===== src/rtl/mem_ld.sv =====
// MEM-stage load unit: waits on the data-cache response, extracts the addressed lane and builds the WB/forwarding buses.
// Optional build macro MEM_ALIGN_EXC_EN adds a misaligned-load exception output (mem_excp).
module mem_ld #(
  parameter int DC_TO_MEM_WD = 147,
  parameter int MEM_TO_WB_WD = 136
) (
  input  logic                    clk,
  input  logic                    rst,
  input  logic                    flush,
  input  logic [5:0]              stall,
  input  logic [DC_TO_MEM_WD-1:0] dc_to_mem_bus,
  input  logic [31:0]             data_sram_rdata,
  input  logic                    data_sram_rvalid,
  output logic [MEM_TO_WB_WD-1:0] mem_to_wb_bus,
  output logic [37:0]             mem_to_rf_bus,
  output logic                    stallreq_for_mem
`ifdef MEM_ALIGN_EXC_EN
  ,
  output logic                    mem_excp
`endif
);

  typedef enum logic [1:0] {
    S_IDLE = 2'd0,
    S_WAIT = 2'd1,
    S_HOLD = 2'd2,
    S_DROP = 2'd3
  } state_e;

  state_e      state_q, state_d;
  logic [31:0] rdata_buf_q, rdata_buf_d;

  logic [4:0]  mem_op;
  logic [65:0] hilo_bus;
  logic [31:0] pc;
  logic        data_ram_en;
  logic [3:0]  data_ram_wen;
  logic        sel_rf_res;
  logic        rf_we;
  logic [4:0]  rf_waddr;
  logic [31:0] alu_result;

  assign mem_op       = dc_to_mem_bus[146:142];
  assign hilo_bus     = dc_to_mem_bus[141:76];
  assign pc           = dc_to_mem_bus[75:44];
  assign data_ram_en  = dc_to_mem_bus[43];
  assign data_ram_wen = dc_to_mem_bus[42:39];
  assign sel_rf_res   = dc_to_mem_bus[38];
  assign rf_we        = dc_to_mem_bus[37];
  assign rf_waddr     = dc_to_mem_bus[36:32];
  assign alu_result   = dc_to_mem_bus[31:0];

  logic is_load_raw, is_load, stop, rvalid;
  logic rf_we_out;

  assign is_load_raw = data_ram_en & (data_ram_wen == 4'b0000) & (|mem_op);
  assign stop        = stall[5];
  assign rvalid      = data_sram_rvalid;

`ifdef MEM_ALIGN_EXC_EN
  logic misalign;
  // A misaligned load was never issued to the cache, so it must not wait for a response.
  assign misalign  = ((mem_op[2] | mem_op[3]) & alu_result[0]) |
                     (mem_op[4] & (|alu_result[1:0]));
  assign is_load   = is_load_raw & ~misalign;
  assign mem_excp  = is_load_raw & misalign;
  assign rf_we_out = rf_we & ~mem_excp;
`else
  assign is_load   = is_load_raw;
  assign rf_we_out = rf_we;
`endif

  logic unused_bits;
  assign unused_bits = ^{stall[4:0], mem_op[4]};

  logic stallreq;
  logic use_buf;
  logic kill_data;

  always_comb begin
    state_d     = state_q;
    rdata_buf_d = rdata_buf_q;
    stallreq    = 1'b0;
    use_buf     = 1'b0;
    kill_data   = 1'b0;
    case (state_q)
      S_IDLE: begin
        if (is_load) begin
          if (rvalid) begin
            if (stop) begin
              rdata_buf_d = data_sram_rdata;
              state_d     = S_HOLD;
            end
          end else begin
            stallreq = 1'b1;
            state_d  = S_WAIT;
          end
        end
      end
      S_WAIT: begin
        if (rvalid) begin
          rdata_buf_d = data_sram_rdata;
          state_d     = stop ? S_HOLD : S_IDLE;
        end else begin
          stallreq = 1'b1;
        end
      end
      S_HOLD: begin
        use_buf = 1'b1;
        if (!stop) state_d = S_IDLE;
      end
      S_DROP: begin
        // The response arriving here belongs to the flushed load; the
        // current load has not been answered yet even when rvalid is high.
        kill_data = 1'b1;
        stallreq  = is_load;
        if (rvalid) state_d = S_IDLE;
      end
      default: state_d = S_IDLE;
    endcase
    if (flush) begin
      if ((state_q == S_WAIT && !rvalid) || state_q == S_DROP) state_d = S_DROP;
      else state_d = S_IDLE;
    end
  end

  assign stallreq_for_mem = stallreq & ~rst;

  logic [31:0] src;
  logic [7:0]  lane_b;
  logic [15:0] lane_h;
  logic [31:0] load_data;
  logic [31:0] rf_wdata;

  assign src = use_buf ? rdata_buf_q : (kill_data ? 32'h0 : data_sram_rdata);

  always_comb begin
    lane_b = src[7:0];
    case (alu_result[1:0])
      2'd0: lane_b = src[7:0];
      2'd1: lane_b = src[15:8];
      2'd2: lane_b = src[23:16];
      2'd3: lane_b = src[31:24];
      default: lane_b = src[7:0];
    endcase
    lane_h = alu_result[1] ? src[31:16] : src[15:0];
    if (mem_op[0])      load_data = {{24{lane_b[7]}}, lane_b};
    else if (mem_op[1]) load_data = {24'h0, lane_b};
    else if (mem_op[2]) load_data = {{16{lane_h[15]}}, lane_h};
    else if (mem_op[3]) load_data = {16'h0, lane_h};
    else                load_data = src;
  end

  assign rf_wdata      = sel_rf_res ? load_data : alu_result;
  assign mem_to_rf_bus = {rf_we_out, rf_waddr, rf_wdata};
  assign mem_to_wb_bus = {hilo_bus, pc, rf_we_out, rf_waddr, rf_wdata};

  always_ff @(posedge clk or posedge rst) begin
    if (rst) begin
      state_q     <= S_IDLE;
      rdata_buf_q <= 32'h0;
    end else begin
      state_q     <= state_d;
      rdata_buf_q <= rdata_buf_d;
    end
  end

endmodule


===== config.mk =====
export PLATFORM = sky130hd
export DESIGN_NAME = mem_ld
export DESIGN_NICKNAME = d
export VERILOG_FILES = /design/src/rtl/mem_ld.sv
export SDC_FILE = /design/constraint.sdc
export NUM_CORES = 1
export LEC_CHECK = 0
export ABC_AREA = 1
export BUFFER_PORTS_ARGS = -buffer_cell sky130_fd_sc_hd__buf_2
export CAP_MARGIN = 40
export CORE_AREA = 5 5 140 142
export DETAILED_ROUTE_END_ITERATION = 12
export DIE_AREA = 0 0 145 147
export SLEW_MARGIN = 20
export SYNTH_ARGS = -nofsm -noshare
export SYNTH_HDL_FRONTEND = slang
export SYNTH_SLANG_ARGS = --single-unit

===== constraint.sdc =====
create_clock -name clk -period 4.5 [get_ports clk]
set_input_delay 0.675 -clock clk [delete_from_list [all_inputs] [get_ports clk]]
set_output_delay 0.675 -clock clk [all_outputs]
set_load 0.02 [all_outputs]

==> impl_results.html, run 1 <==
<table>
<tr><th>Metric</th><th>Value</th></tr>
<tr><th colspan="2">Floorplanning</th></tr>
<tr><td>Overall die width</td><td>145 um</td></tr>
<tr><td>Die extent in y</td><td>147 um</td></tr>
<tr><td>Placeable core region</td><td>18300 um^2</td></tr>
<tr><td>Effective utilization at floorplan</td><td>22.6%</td></tr>
<tr><td>I/O pin count</td><td>364</td></tr>
<tr><td>Total die area</td><td>21300 um^2</td></tr>
<tr><td>Std cell rows</td><td>50</td></tr>
<tr><th colspan="2">Setup path</th></tr>
<tr><td>Count of buffering cells on the critical path with inverters included</td><td>3</td></tr>
<tr><td>Endpoint type of the worst setup path</td><td>output port</td></tr>
<tr><td>Number of cells on the worst reg-to-reg path</td><td>6</td></tr>
<tr><td>Register-to-Register Setup Slack</td><td>2.03 ns</td></tr>
<tr><td>Worst Path Arrival</td><td>2.70 ns</td></tr>
<tr><td>Critical path fanouts, max</td><td>24</td></tr>
<tr><td>Stage delay of the slowest cell on the critical path</td><td>0.64 ns</td></tr>
<tr><td>Cell Chain, Critical Path</td><td>inv_4 -&gt; buf_4 -&gt; nand2_1 -&gt; nand2_1 -&gt; nand2_1 -&gt; nand4_1 -&gt; nand2_2 -&gt; a21oi_1 -&gt; buf_2</td></tr>
<tr><td>Worst EP required</td><td>3.83 ns</td></tr>
<tr><td>Levels on crit path</td><td>9</td></tr>
<tr><td>Critical path startpoint category</td><td>flip-flop</td></tr>
<tr><td>Critical Path Slowest Stage Cell</td><td>sky130_fd_sc_hd__dfrtp_1</td></tr>
<tr><td>Type of the worst setup path</td><td>reg2out</td></tr>
<tr><td>Critical path's most frequent cell</td><td>sky130_fd_sc_hd__nand2_1</td></tr>
<tr><td>Crit-path leading delay family</td><td>simple AND/OR/NAND/NOR gates</td></tr>
<tr><th colspan="2">Cells and area</th></tr>
<tr><td>Final core utilization</td><td>22.5%</td></tr>
<tr><td>Relative area change from synthesis to final layout</td><td>-0.272%</td></tr>
<tr><td>Share of layout cells above drive strength 1</td><td>26.3%</td></tr>
<tr><td>Total Nets Final</td><td>845</td></tr>
<tr><td>FILL cells</td><td>2107</td></tr>
<tr><td>Final Instance Count excl. Fillers</td><td>892</td></tr>
<tr><th colspan="2">STA</th></tr>
<tr><td>Final slew viol count</td><td>0</td></tr>
<tr><td>Setup skew after layout</td><td>0.00324 ns</td></tr>
<tr><td>Relative slew slack</td><td>50.1%</td></tr>
<tr><td>Shortest clock period the worst path allows after layout</td><td>3.37 ns</td></tr>
<tr><td>Least-Margin Pin Slew</td><td>0.746 ns</td></tr>
<tr><td>Number of setup violations in the final report</td><td>0</td></tr>
<tr><td>Period utilisation layout</td><td>74.9%</td></tr>
<tr><td>Fmax achieved</td><td>0.297 GHz</td></tr>
<tr><td>Final-layout setup total negative slack</td><td>0 ns</td></tr>
<tr><td>Unrepaired setup endpoints after global routing</td><td>no</td></tr>
<tr><td>Final count of hold timing violations</td><td>0</td></tr>
<tr><th colspan="2">Synthesis</th></tr>
<tr><td>Cell types with the largest area share after synthesis</td><td>sky130_fd_sc_hd__buf_4, sky130_fd_sc_hd__dfrtp_1, sky130_fd_sc_hd__nand2_1</td></tr>
<tr><td>Sequential element share of the synthesized area</td><td>20.6%</td></tr>
<tr><td>Number of distinct standard cells referenced by the synthesized netlist</td><td>27</td></tr>
<tr><td>Async SR Flop Fraction</td><td>100%</td></tr>
<tr><td>Synthesized netlist cell count</td><td>672</td></tr>
<tr><td>Number of nets in the synthesized netlist</td><td>861</td></tr>
<tr><td>Most area-hungry cell type in the Yosys netlist</td><td>sky130_fd_sc_hd__buf_4</td></tr>
<tr><td>Top-area cell type share of the netlist area</td><td>26.3%</td></tr>
<tr><td>Average cell area after synthesis</td><td>6.15 um^2</td></tr>
<tr><td>Most frequent cells after synthesis</td><td>sky130_fd_sc_hd__nand2_1, sky130_fd_sc_hd__buf_4, sky130_fd_sc_hd__o21ai_0</td></tr>
<tr><td>Register bit count reported by yosys</td><td>34</td></tr>
<tr><td>Number of enable flip-flop cells after synthesis</td><td>0</td></tr>
<tr><td>Cell area after synthesis</td><td>4140 um^2</td></tr>
<tr><td>Number of warnings issued by yosys</td><td>0</td></tr>
<tr><td>Top-count cell post-synth</td><td>sky130_fd_sc_hd__nand2_1</td></tr>
<tr><td>Most frequently used flop master after synthesis</td><td>sky130_fd_sc_hd__dfrtp_1</td></tr>
<tr><th colspan="2">Route</th></tr>
<tr><td>Detailed-route DRC error count</td><td>0</td></tr>
<tr><td>Remaining antenna violation count after routing</td><td>0</td></tr>
<tr><td>Via count</td><td>3930</td></tr>
<tr><td>Via/cell ratio</td><td>4.41</td></tr>
<tr><td>Violation count after the first detailed-routing iteration</td><td>283</td></tr>
<tr><td>First-pass iteration count of the detailed router</td><td>4</td></tr>
<tr><td>Total Routed Length</td><td>14900 um</td></tr>
<tr><td>Wire length per cell</td><td>16.7 um</td></tr>
<tr><th colspan="2">Placement</th></tr>
<tr><td>Number of instances in the placed design</td><td>883</td></tr>
<tr><td>Placer Congestion</td><td>0.901</td></tr>
<tr><td>Detailed placer's ending HPWL</td><td>12200 um</td></tr>
<tr><td>IO Port Bufs</td><td>144</td></tr>
<tr><th colspan="2">Global routing</th></tr>
<tr><td>Total track usage</td><td>13.3%</td></tr>
<tr><td>Congestion Overflow GR</td><td>0</td></tr>
<tr><td>Wire length of the first global-routing pass</td><td>22600 um</td></tr>
<tr><td>Antenna violations before repair</td><td>10</td></tr>
<tr><td>Vias in the first global route</td><td>3991</td></tr>
<tr><td>Maximum number of pins on one net before global-route repair</td><td>47</td></tr>
<tr><th colspan="2">Clocking</th></tr>
<tr><td>Post CTS Setup Buffer Count</td><td>0</td></tr>
<tr><td>Num CTS Buffers</td><td>5</td></tr>
<tr><td>Number of buffers added to fix hold violations after cts</td><td>0</td></tr>
<tr><td>Count of H-tree levels built during CTS</td><td>2</td></tr>
<tr><td>Root Driver</td><td>sky130_fd_sc_hd__clkbuf_16</td></tr>
<tr><td>Number of gates resized after CTS</td><td>0</td></tr>
<tr><td>Clock sink count</td><td>34</td></tr>
<tr><td>Insertion delay to the later sink of the worst-skew pair</td><td>0.28 ns</td></tr>
<tr><td>Reg clk slew, reported paths</td><td>0.06 ns</td></tr>
<tr><td>CTS tree</td><td>yes</td></tr>
<tr><td>Clock buffer depth</td><td>2</td></tr>
<tr><th colspan="2">Min path</th></tr>
<tr><td>Worst hold path class</td><td>reg2reg</td></tr>
<tr><td>WHS Path Cells</td><td>2</td></tr>
<tr><th colspan="2">Pwr</th></tr>
<tr><td>PwrDens</td><td>472 nW/um^2</td></tr>
<tr><td>Leakage power of the design</td><td>0.00233 uW</td></tr>
<tr><td>Max rail drop VDD</td><td>0.178 mV</td></tr>
<tr><th colspan="2">Job</th></tr>
<tr><td>Max Cap Viol</td><td>0</td></tr>
<tr><th colspan="2">Run status</th></tr>
<tr><td>Result of the run</td><td>complete, no violations</td></tr>
</table>
[through the flow]
stage	setup slack [ns]	total power [uW]	cell area, um^2	hold slack, ns
floorplan	1.79	1420	4140	0.442
global placement	1.33	1500	3930	0.454
detailed placement	1.31	1510	3930	0.459
CTS	1.01	1970	4120	0.473
global route	0.799	2110	4120	0.491
finish	1.13	1950	4120	0.468
[cells by family (layout without fill, tap and decap cells)]
family	after synthesis	count (layout)	share of synthesized area, %
AOI/OAI and AO/OA	99	99	12.3
buffers and inverters	217	202	34.7
DFF	34	34	20.6
other	0	1	0
and+or+nand+nor	322	322	32.3
[worst paths after layout]
check                                            startpoint                           to
worst max-delay path                 state_q[1]$_DFFE_PP0P_            mem_to_wb_bus[12]
worst min-delay path            rdata_buf_q[17]$_DFFE_PP0P_  rdata_buf_q[17]$_DFFE_PP0P_
worst max register to register       state_q[1]$_DFFE_PP0P_   rdata_buf_q[6]$_DFFE_PP0P_
worst min register to register  rdata_buf_q[17]$_DFFE_PP0P_  rdata_buf_q[17]$_DFFE_PP0P_
max in group asynchronous                               rst  rdata_buf_q[25]$_DFFE_PP0P_
min in group asynchronous                               rst   rdata_buf_q[0]$_DFFE_PP0P_
[power by group]
group | total (uW) | switching [uW] | internal [uW]
combinational | 955 | 669 | 286
clock | 453 | 135 | 318
sequential | 538 | 94.3 | 443
total | 1950 | 898 | 1050
[layout make-up]
type	instances	area [um^2]	share of cell area, %
clock buffer	5	125	3.03
inverter	44	170	4.13
tap	234	293	7.10
antenna	1	2.50	0.0607
timing repair buffer	150	766	18.6
sequential	34	851	20.6
multi-input combinational	421	1850	44.8
clock inverter	3	68.8	1.67
[placed cells by master (no fill, tap or decap)]
master                      synthesis  layout
sky130_fd_sc_hd__o21ai_0           69      69
sky130_fd_sc_hd__o21ai_1            4       4
sky130_fd_sc_hd__nor3_1             2       2
sky130_fd_sc_hd__clkbuf_16          0       5
sky130_fd_sc_hd__nor2_1            32      32
sky130_fd_sc_hd__inv_1             38      38
sky130_fd_sc_hd__o22ai_1            1       1
sky130_fd_sc_hd__o211ai_1           1       1
sky130_fd_sc_hd__dfrtp_1           34      34
sky130_fd_sc_hd__buf_4            145       6
sky130_fd_sc_hd__buf_2              7     144
sky130_fd_sc_hd__bufinv_16          0       2
sky130_fd_sc_hd__inv_4              2       2
sky130_fd_sc_hd__clkinv_4           0       1
sky130_fd_sc_hd__nand2_1          220     220
sky130_fd_sc_hd__nand4_1            5       5
sky130_fd_sc_hd__a21oi_4            1       1
sky130_fd_sc_hd__nor2_4             1       1
sky130_fd_sc_hd__nand3_1           54      54
sky130_fd_sc_hd__nand2_4            2       2
sky130_fd_sc_hd__nand3b_1           1       1
sky130_fd_sc_hd__nor2_2             2       2
sky130_fd_sc_hd__nand3_2            2       2
sky130_fd_sc_hd__a21oi_1           23      23
sky130_fd_sc_hd__inv_2              4       4
sky130_fd_sc_hd__diode_2            0       1
sky130_fd_sc_hd__nand2_2            1       1
[worst min-delay path: stages (launching register included)]
cell	delay, ns
sky130_fd_sc_hd__dfrtp_1	0.34
sky130_fd_sc_hd__nand2_1	0.05
sky130_fd_sc_hd__nand2_1	0.04
[metal layers]
layer | vias to the layer above | global-route usage [%] | share of wire (%)
met5 | - | 0 | 0.72
met4 | 18 | 4.05 | 2.7
met3 | 55 | 6.91 | 12
met2 | 188 | 23.0 | 48
met1 | 1725 | 14.2 | 37
li1 | 1944 | - | -
[state kept, by name, summed over array words and instances (netlist names)]
signal / count
rdata_buf_q: 32
state_q: 2
Note: power is estimated with default switching activity, not from simulation.
==> inputs of run 2 (changes only) <==
Settings changed: ABC_AREA 1 to 0, CORE_AREA 5 5 140 142 to 5 5 138 140, DIE_AREA 0 0 145 147 to 0 0 143 145.
Clock period 4.5 ns to 3.3 ns, I/O delays scaled along.
==> impl_results.html, run 2 <==
<table>
<tr><th>Metric</th><th>Value</th></tr>
<tr><th colspan="2">Floorplanning</th></tr>
<tr><td>I/O pin count</td><td>364 (unchanged)</td></tr>
<tr><td>Overall die width</td><td>143 um (-1.4%)</td></tr>
<tr><td>Die extent in y</td><td>145 um (-1.4%)</td></tr>
<tr><td>Placeable core region</td><td>17700 um^2 (-3.3%)</td></tr>
<tr><td>Std cell rows</td><td>49 (-2.0%)</td></tr>
<tr><td>Effective utilization at floorplan</td><td>22.5% (-0.047 points)</td></tr>
<tr><td>Total die area</td><td>20700 um^2 (-2.7%)</td></tr>
<tr><th colspan="2">Global routing</th></tr>
<tr><td>Maximum number of pins on one net before global-route repair</td><td>29 (-38%)</td></tr>
<tr><td>Congestion Overflow GR</td><td>0 (unchanged)</td></tr>
<tr><td>Vias in the first global route</td><td>3372 (-16%)</td></tr>
<tr><td>GR met2 Demand/Resource</td><td>23.7% (+0.69 points)</td></tr>
<tr><td>Wire length of the first global-routing pass</td><td>22300 um (-1.3%)</td></tr>
<tr><td>Total track usage</td><td>14.3% (+0.97 points)</td></tr>
<tr><td>Most used routing layer</td><td>met2</td></tr>
<tr><td>Met3 track utilization from global routing</td><td>6.22% (-0.69 points)</td></tr>
<tr><td>Antenna violations before repair</td><td>4 (-6)</td></tr>
<tr><td>Met1 Use GR</td><td>16.0% (+1.8 points)</td></tr>
<tr><th colspan="2">Cells and area</th></tr>
<tr><td>Total Nets Final</td><td>656 (-22%)</td></tr>
<tr><td>Leading cell types in the layout, fill and taps excluded</td><td>sky130_fd_sc_hd__buf_2, sky130_fd_sc_hd__o21ai_0, sky130_fd_sc_hd__dfrtp_1</td></tr>
<tr><td>Antenna diodes</td><td>0 (-1)</td></tr>
<tr><td>Share of layout cells above drive strength 1</td><td>43.6% (+17 points)</td></tr>
<tr><td>Biggest registers after layout</td><td>rdata_buf_q (32), state_q (2)</td></tr>
<tr><td>Post-route cell area</td><td>4070 um^2 (-1.4%)</td></tr>
<tr><td>Relative area change from synthesis to final layout</td><td>1.91%</td></tr>
<tr><td>Most frequent standard cell in the layout excluding fill and tap cells</td><td>sky130_fd_sc_hd__buf_2</td></tr>
<tr><td>FILL cells</td><td>1993 (-5.4%)</td></tr>
<tr><td>Register bank with the most flops</td><td>rdata_buf_q</td></tr>
<tr><td>Flip-flop count of the largest register, all copies and words added</td><td>32 (unchanged)</td></tr>
<tr><td>Final Instance Count excl. Fillers</td><td>697 (-22%)</td></tr>
<tr><th colspan="2">Synthesis</th></tr>
<tr><td>Number of warnings issued by yosys</td><td>0 (unchanged)</td></tr>
<tr><td>Most area-hungry cell type in the Yosys netlist</td><td>sky130_fd_sc_hd__buf_4</td></tr>
<tr><td>Async SR Flop Fraction</td><td>100% (unchanged)</td></tr>
<tr><td>Most frequently used flop master after synthesis</td><td>sky130_fd_sc_hd__dfrtp_1</td></tr>
<tr><td>Top-count cell post-synth</td><td>sky130_fd_sc_hd__buf_4</td></tr>
<tr><td>Synthesized netlist cell count</td><td>473 (-30%)</td></tr>
<tr><td>Cell types with the largest area share after synthesis</td><td>sky130_fd_sc_hd__buf_4, sky130_fd_sc_hd__dfrtp_1, sky130_fd_sc_hd__mux2_4</td></tr>
<tr><td>Number of enable flip-flop cells after synthesis</td><td>0 (unchanged)</td></tr>
<tr><td>Most frequent cells after synthesis</td><td>sky130_fd_sc_hd__buf_4, sky130_fd_sc_hd__o21ai_0, sky130_fd_sc_hd__dfrtp_1</td></tr>
<tr><td>Number of nets in the synthesized netlist</td><td>662 (-23%)</td></tr>
<tr><td>Register bit count reported by yosys</td><td>34 (unchanged)</td></tr>
<tr><td>Top-area cell type share of the netlist area</td><td>26.7% (+0.40 points)</td></tr>
<tr><td>Average cell area after synthesis</td><td>8.43 um^2 (+37%)</td></tr>
<tr><td>Cell area after synthesis</td><td>3990 um^2 (-3.5%)</td></tr>
<tr><td>Number of distinct standard cells referenced by the synthesized netlist</td><td>44 (+63%)</td></tr>
<tr><td>Sequential element share of the synthesized area</td><td>21.3% (+0.76 points)</td></tr>
<tr><th colspan="2">Pwr</th></tr>
<tr><td>Max rail drop VDD</td><td>0.226 mV (+27%)</td></tr>
<tr><td>Leakage power of the design</td><td>0.00202 uW (-13%)</td></tr>
<tr><td>PwrDens</td><td>424 nW/um^2 (-10%)</td></tr>
<tr><td>Total design power</td><td>1730 uW (-11%)</td></tr>
<tr><th colspan="2">Setup path</th></tr>
<tr><td>Capture point of the worst reg-to-reg path</td><td>rdata_buf_q[7]$_DFFE_PP0P_</td></tr>
<tr><td>Count of buffering cells on the critical path with inverters included</td><td>2 (-1)</td></tr>
<tr><td>Stage delay of the slowest cell on the critical path</td><td>0.83 ns (+0.19 ns)</td></tr>
<tr><td>Endpoint type of the worst setup path</td><td>output port</td></tr>
<tr><td>Worst Path Arrival</td><td>2.62 ns (-0.08 ns)</td></tr>
<tr><td>Register-to-Register Setup Slack</td><td>1.31 ns (-0.72 ns)</td></tr>
<tr><td>Critical Path Slowest Stage Cell</td><td>sky130_fd_sc_hd__a2111oi_0</td></tr>
<tr><td>Type of the worst setup path</td><td>reg2out</td></tr>
<tr><td>Critical path startpoint category</td><td>flip-flop</td></tr>
<tr><td>Crit-path leading delay family</td><td>compound AO/OA/AOI/OAI gates</td></tr>
<tr><td>Cell Chain, Critical Path</td><td>nor2b_1 -&gt; buf_4 -&gt; a2111oi_0 -&gt; a211oi_4 -&gt; a221o_1 -&gt; buf_2</td></tr>
<tr><td>Start of the worst register-to-register path</td><td>state_q[1]$_DFFE_PP0P_</td></tr>
<tr><td>Critical path fanouts, max</td><td>15 (-38%)</td></tr>
<tr><td>Number of cells on the worst reg-to-reg path</td><td>4 (-2)</td></tr>
<tr><td>Worst EP required</td><td>2.80 ns (-1.03 ns)</td></tr>
<tr><th colspan="2">Clocking</th></tr>
<tr><td>Insertion delay to the later sink of the worst-skew pair</td><td>0.28 ns (about the same)</td></tr>
<tr><td>Root Driver</td><td>sky130_fd_sc_hd__clkbuf_16</td></tr>
<tr><td>Clock sink count</td><td>34 (unchanged)</td></tr>
<tr><td>Clock buffer depth</td><td>2 (unchanged)</td></tr>
<tr><td>Num CTS Buffers</td><td>5 (unchanged)</td></tr>
<tr><td>Reg clk slew, reported paths</td><td>0.06 ns (about the same)</td></tr>
<tr><td>Number of gates resized after CTS</td><td>0 (unchanged)</td></tr>
<tr><td>Post CTS Setup Buffer Count</td><td>0 (unchanged)</td></tr>
<tr><td>Count of H-tree levels built during CTS</td><td>2 (unchanged)</td></tr>
<tr><td>Number of buffers added to fix hold violations after cts</td><td>0 (unchanged)</td></tr>
<tr><td>CTS tree</td><td>yes</td></tr>
<tr><th colspan="2">Job</th></tr>
<tr><td>Max Cap Viol</td><td>0 (unchanged)</td></tr>
<tr><th colspan="2">STA</th></tr>
<tr><td>Setup skew after layout</td><td>0.00922 ns (+0.00598 ns)</td></tr>
<tr><td>Final slew viol count</td><td>0 (unchanged)</td></tr>
<tr><td>Number of setup violations in the final report</td><td>0 (unchanged)</td></tr>
<tr><td>Fmax achieved</td><td>0.321 GHz</td></tr>
<tr><td>Relative slew slack</td><td>38.8% (-11 points)</td></tr>
<tr><td>Period utilisation layout</td><td>94.4%</td></tr>
<tr><td>WHS</td><td>0.238 ns (-0.230 ns)</td></tr>
<tr><td>Final count of hold timing violations</td><td>0 (unchanged)</td></tr>
<tr><td>Final worst slack</td><td>0.184 ns (-0.945 ns)</td></tr>
<tr><td>Shortest clock period the worst path allows after layout</td><td>3.12 ns</td></tr>
<tr><td>Least-Margin Pin Slew</td><td>0.895 ns (+0.148 ns)</td></tr>
<tr><th colspan="2">Min path</th></tr>
<tr><td>Worst hold path class</td><td>in2async</td></tr>
<tr><th colspan="2">Placement</th></tr>
<tr><td>Number of instances in the placed design</td><td>689 (-22%)</td></tr>
<tr><td>Placer Congestion</td><td>0.853 (-5.3%)</td></tr>
<tr><td>IO Port Bufs</td><td>144 (unchanged)</td></tr>
<tr><td>Detailed placer's ending HPWL</td><td>12900 um (+6.2%)</td></tr>
<tr><td>Placed cell areas</td><td>3890 um^2 (-0.96%)</td></tr>
<tr><td>Placement-stage worst setup slack</td><td>0.255 ns (-1.06 ns)</td></tr>
<tr><th colspan="2">Route</th></tr>
<tr><td>Remaining antenna violation count after routing</td><td>0 (unchanged)</td></tr>
<tr><td>Wire length per cell</td><td>22.3 um (+33%)</td></tr>
<tr><td>Via/cell ratio</td><td>4.83 (+9.7%)</td></tr>
<tr><td>Violation count after the first detailed-routing iteration</td><td>254 (-10%)</td></tr>
<tr><td>Detailed-route DRC error count</td><td>0 (unchanged)</td></tr>
<tr><td>Total Routed Length</td><td>15500 um (+4.1%)</td></tr>
<tr><td>Via count</td><td>3368 (-14%)</td></tr>
<tr><td>First-pass iteration count of the detailed router</td><td>6 (+2)</td></tr>
<tr><th colspan="2">Run status</th></tr>
<tr><td>Result of the run</td><td>complete, no violations</td></tr>
</table>
[run 2: changes by cell type after synthesis, sizes merged, moves of 10 or more]
| cell | before | now |
|---|---|---|
| inv | 44 | 15 |
| nand3 | 56 | 6 |
| nor2 | 35 | 21 |
| a22oi | 0 | 10 |
| o21ai | 73 | 42 |
| mux2 | 0 | 32 |
| nand2 | 223 | 26 |
[run 2: how the worst max path moves through the flow]
stage,startpoint,to,slack [ns],cells after the start
CTS,state_q[0]$_DFFE_PP0P_,mem_to_rf_bus[23],0.02,6
global route,state_q[1]$_DFFE_PP0P_,mem_to_wb_bus[23],-0.02,6
finish,state_q[1]$_DFFE_PP0P_,mem_to_rf_bus[23],0.18,6
detailed placement,dc_to_mem_bus[0],mem_to_rf_bus[23],0.25,7
global placement,dc_to_mem_bus[0],mem_to_rf_bus[23],0.24,7
floorplan,dc_to_mem_bus[1],mem_to_wb_bus[25],0.60,9
[run 2: report_power, final]
part / internal [uW] / switching (uW) / leakage (uW) / total [uW]
logic: 280 / 329 / 0.00151 / 608
registers: 513 / 56.1 / 0.000439 / 569
clock network: 357 / 192 / 0.0000771 / 549
total: 1150 / 577 / 0.00202 / 1730
[run 2: logic make-up (layout without fill, tap and decap cells)]
group / count (synthesis) / after routing / share of synthesized area (%)
adder cells (fa/ha/maj): 1 / 1 / 0.251
flip-flops: 34 / 34 / 21.3
multiplexers: 35 / 35 / 12.6
buffers and inverters: 184 / 179 / 32.2
AND/OR/NAND/NOR: 90 / 90 / 11.9
AO/OA/AOI/OAI: 129 / 129 / 21.7
[run 2: worst reg2reg max path: stages (launching register included)]
cell	delay (ns)
sky130_fd_sc_hd__dfrtp_1	0.39
sky130_fd_sc_hd__buf_4	0.21
sky130_fd_sc_hd__or3_2	0.69
sky130_fd_sc_hd__buf_12	0.26
sky130_fd_sc_hd__mux2_4	0.32
[run 2: final cells by class]
cell class | count | area [um^2] | share of cell area, %
clock inverter | 2 | 37.5 | 0.923
timing repair buffer | 156 | 843 | 20.7
inverter | 15 | 56.3 | 1.39
multi-input combinational | 255 | 1860 | 45.8
sequential | 34 | 851 | 20.9
clock buffer | 6 | 129 | 3.17
tap | 229 | 287 | 7.05
[run 2: through the flow]
step	setup TNS [ns]	util, %
after global placement	0	21.8
after detailed placement	0	22.0
after global routing	-0.0330	22.9
final	0	22.9
after floorplan	0	-
after CTS	0	22.9
[run 2: layer usage]
metal  wire length (um)  vias up  part of all wire, %
met5                 40        -                 0.26
met4                616        8                  4.0
met3               2030       65                   13
met1               5690     1553                   37
li1                   -     1518                    -
met2               7150      224                   46
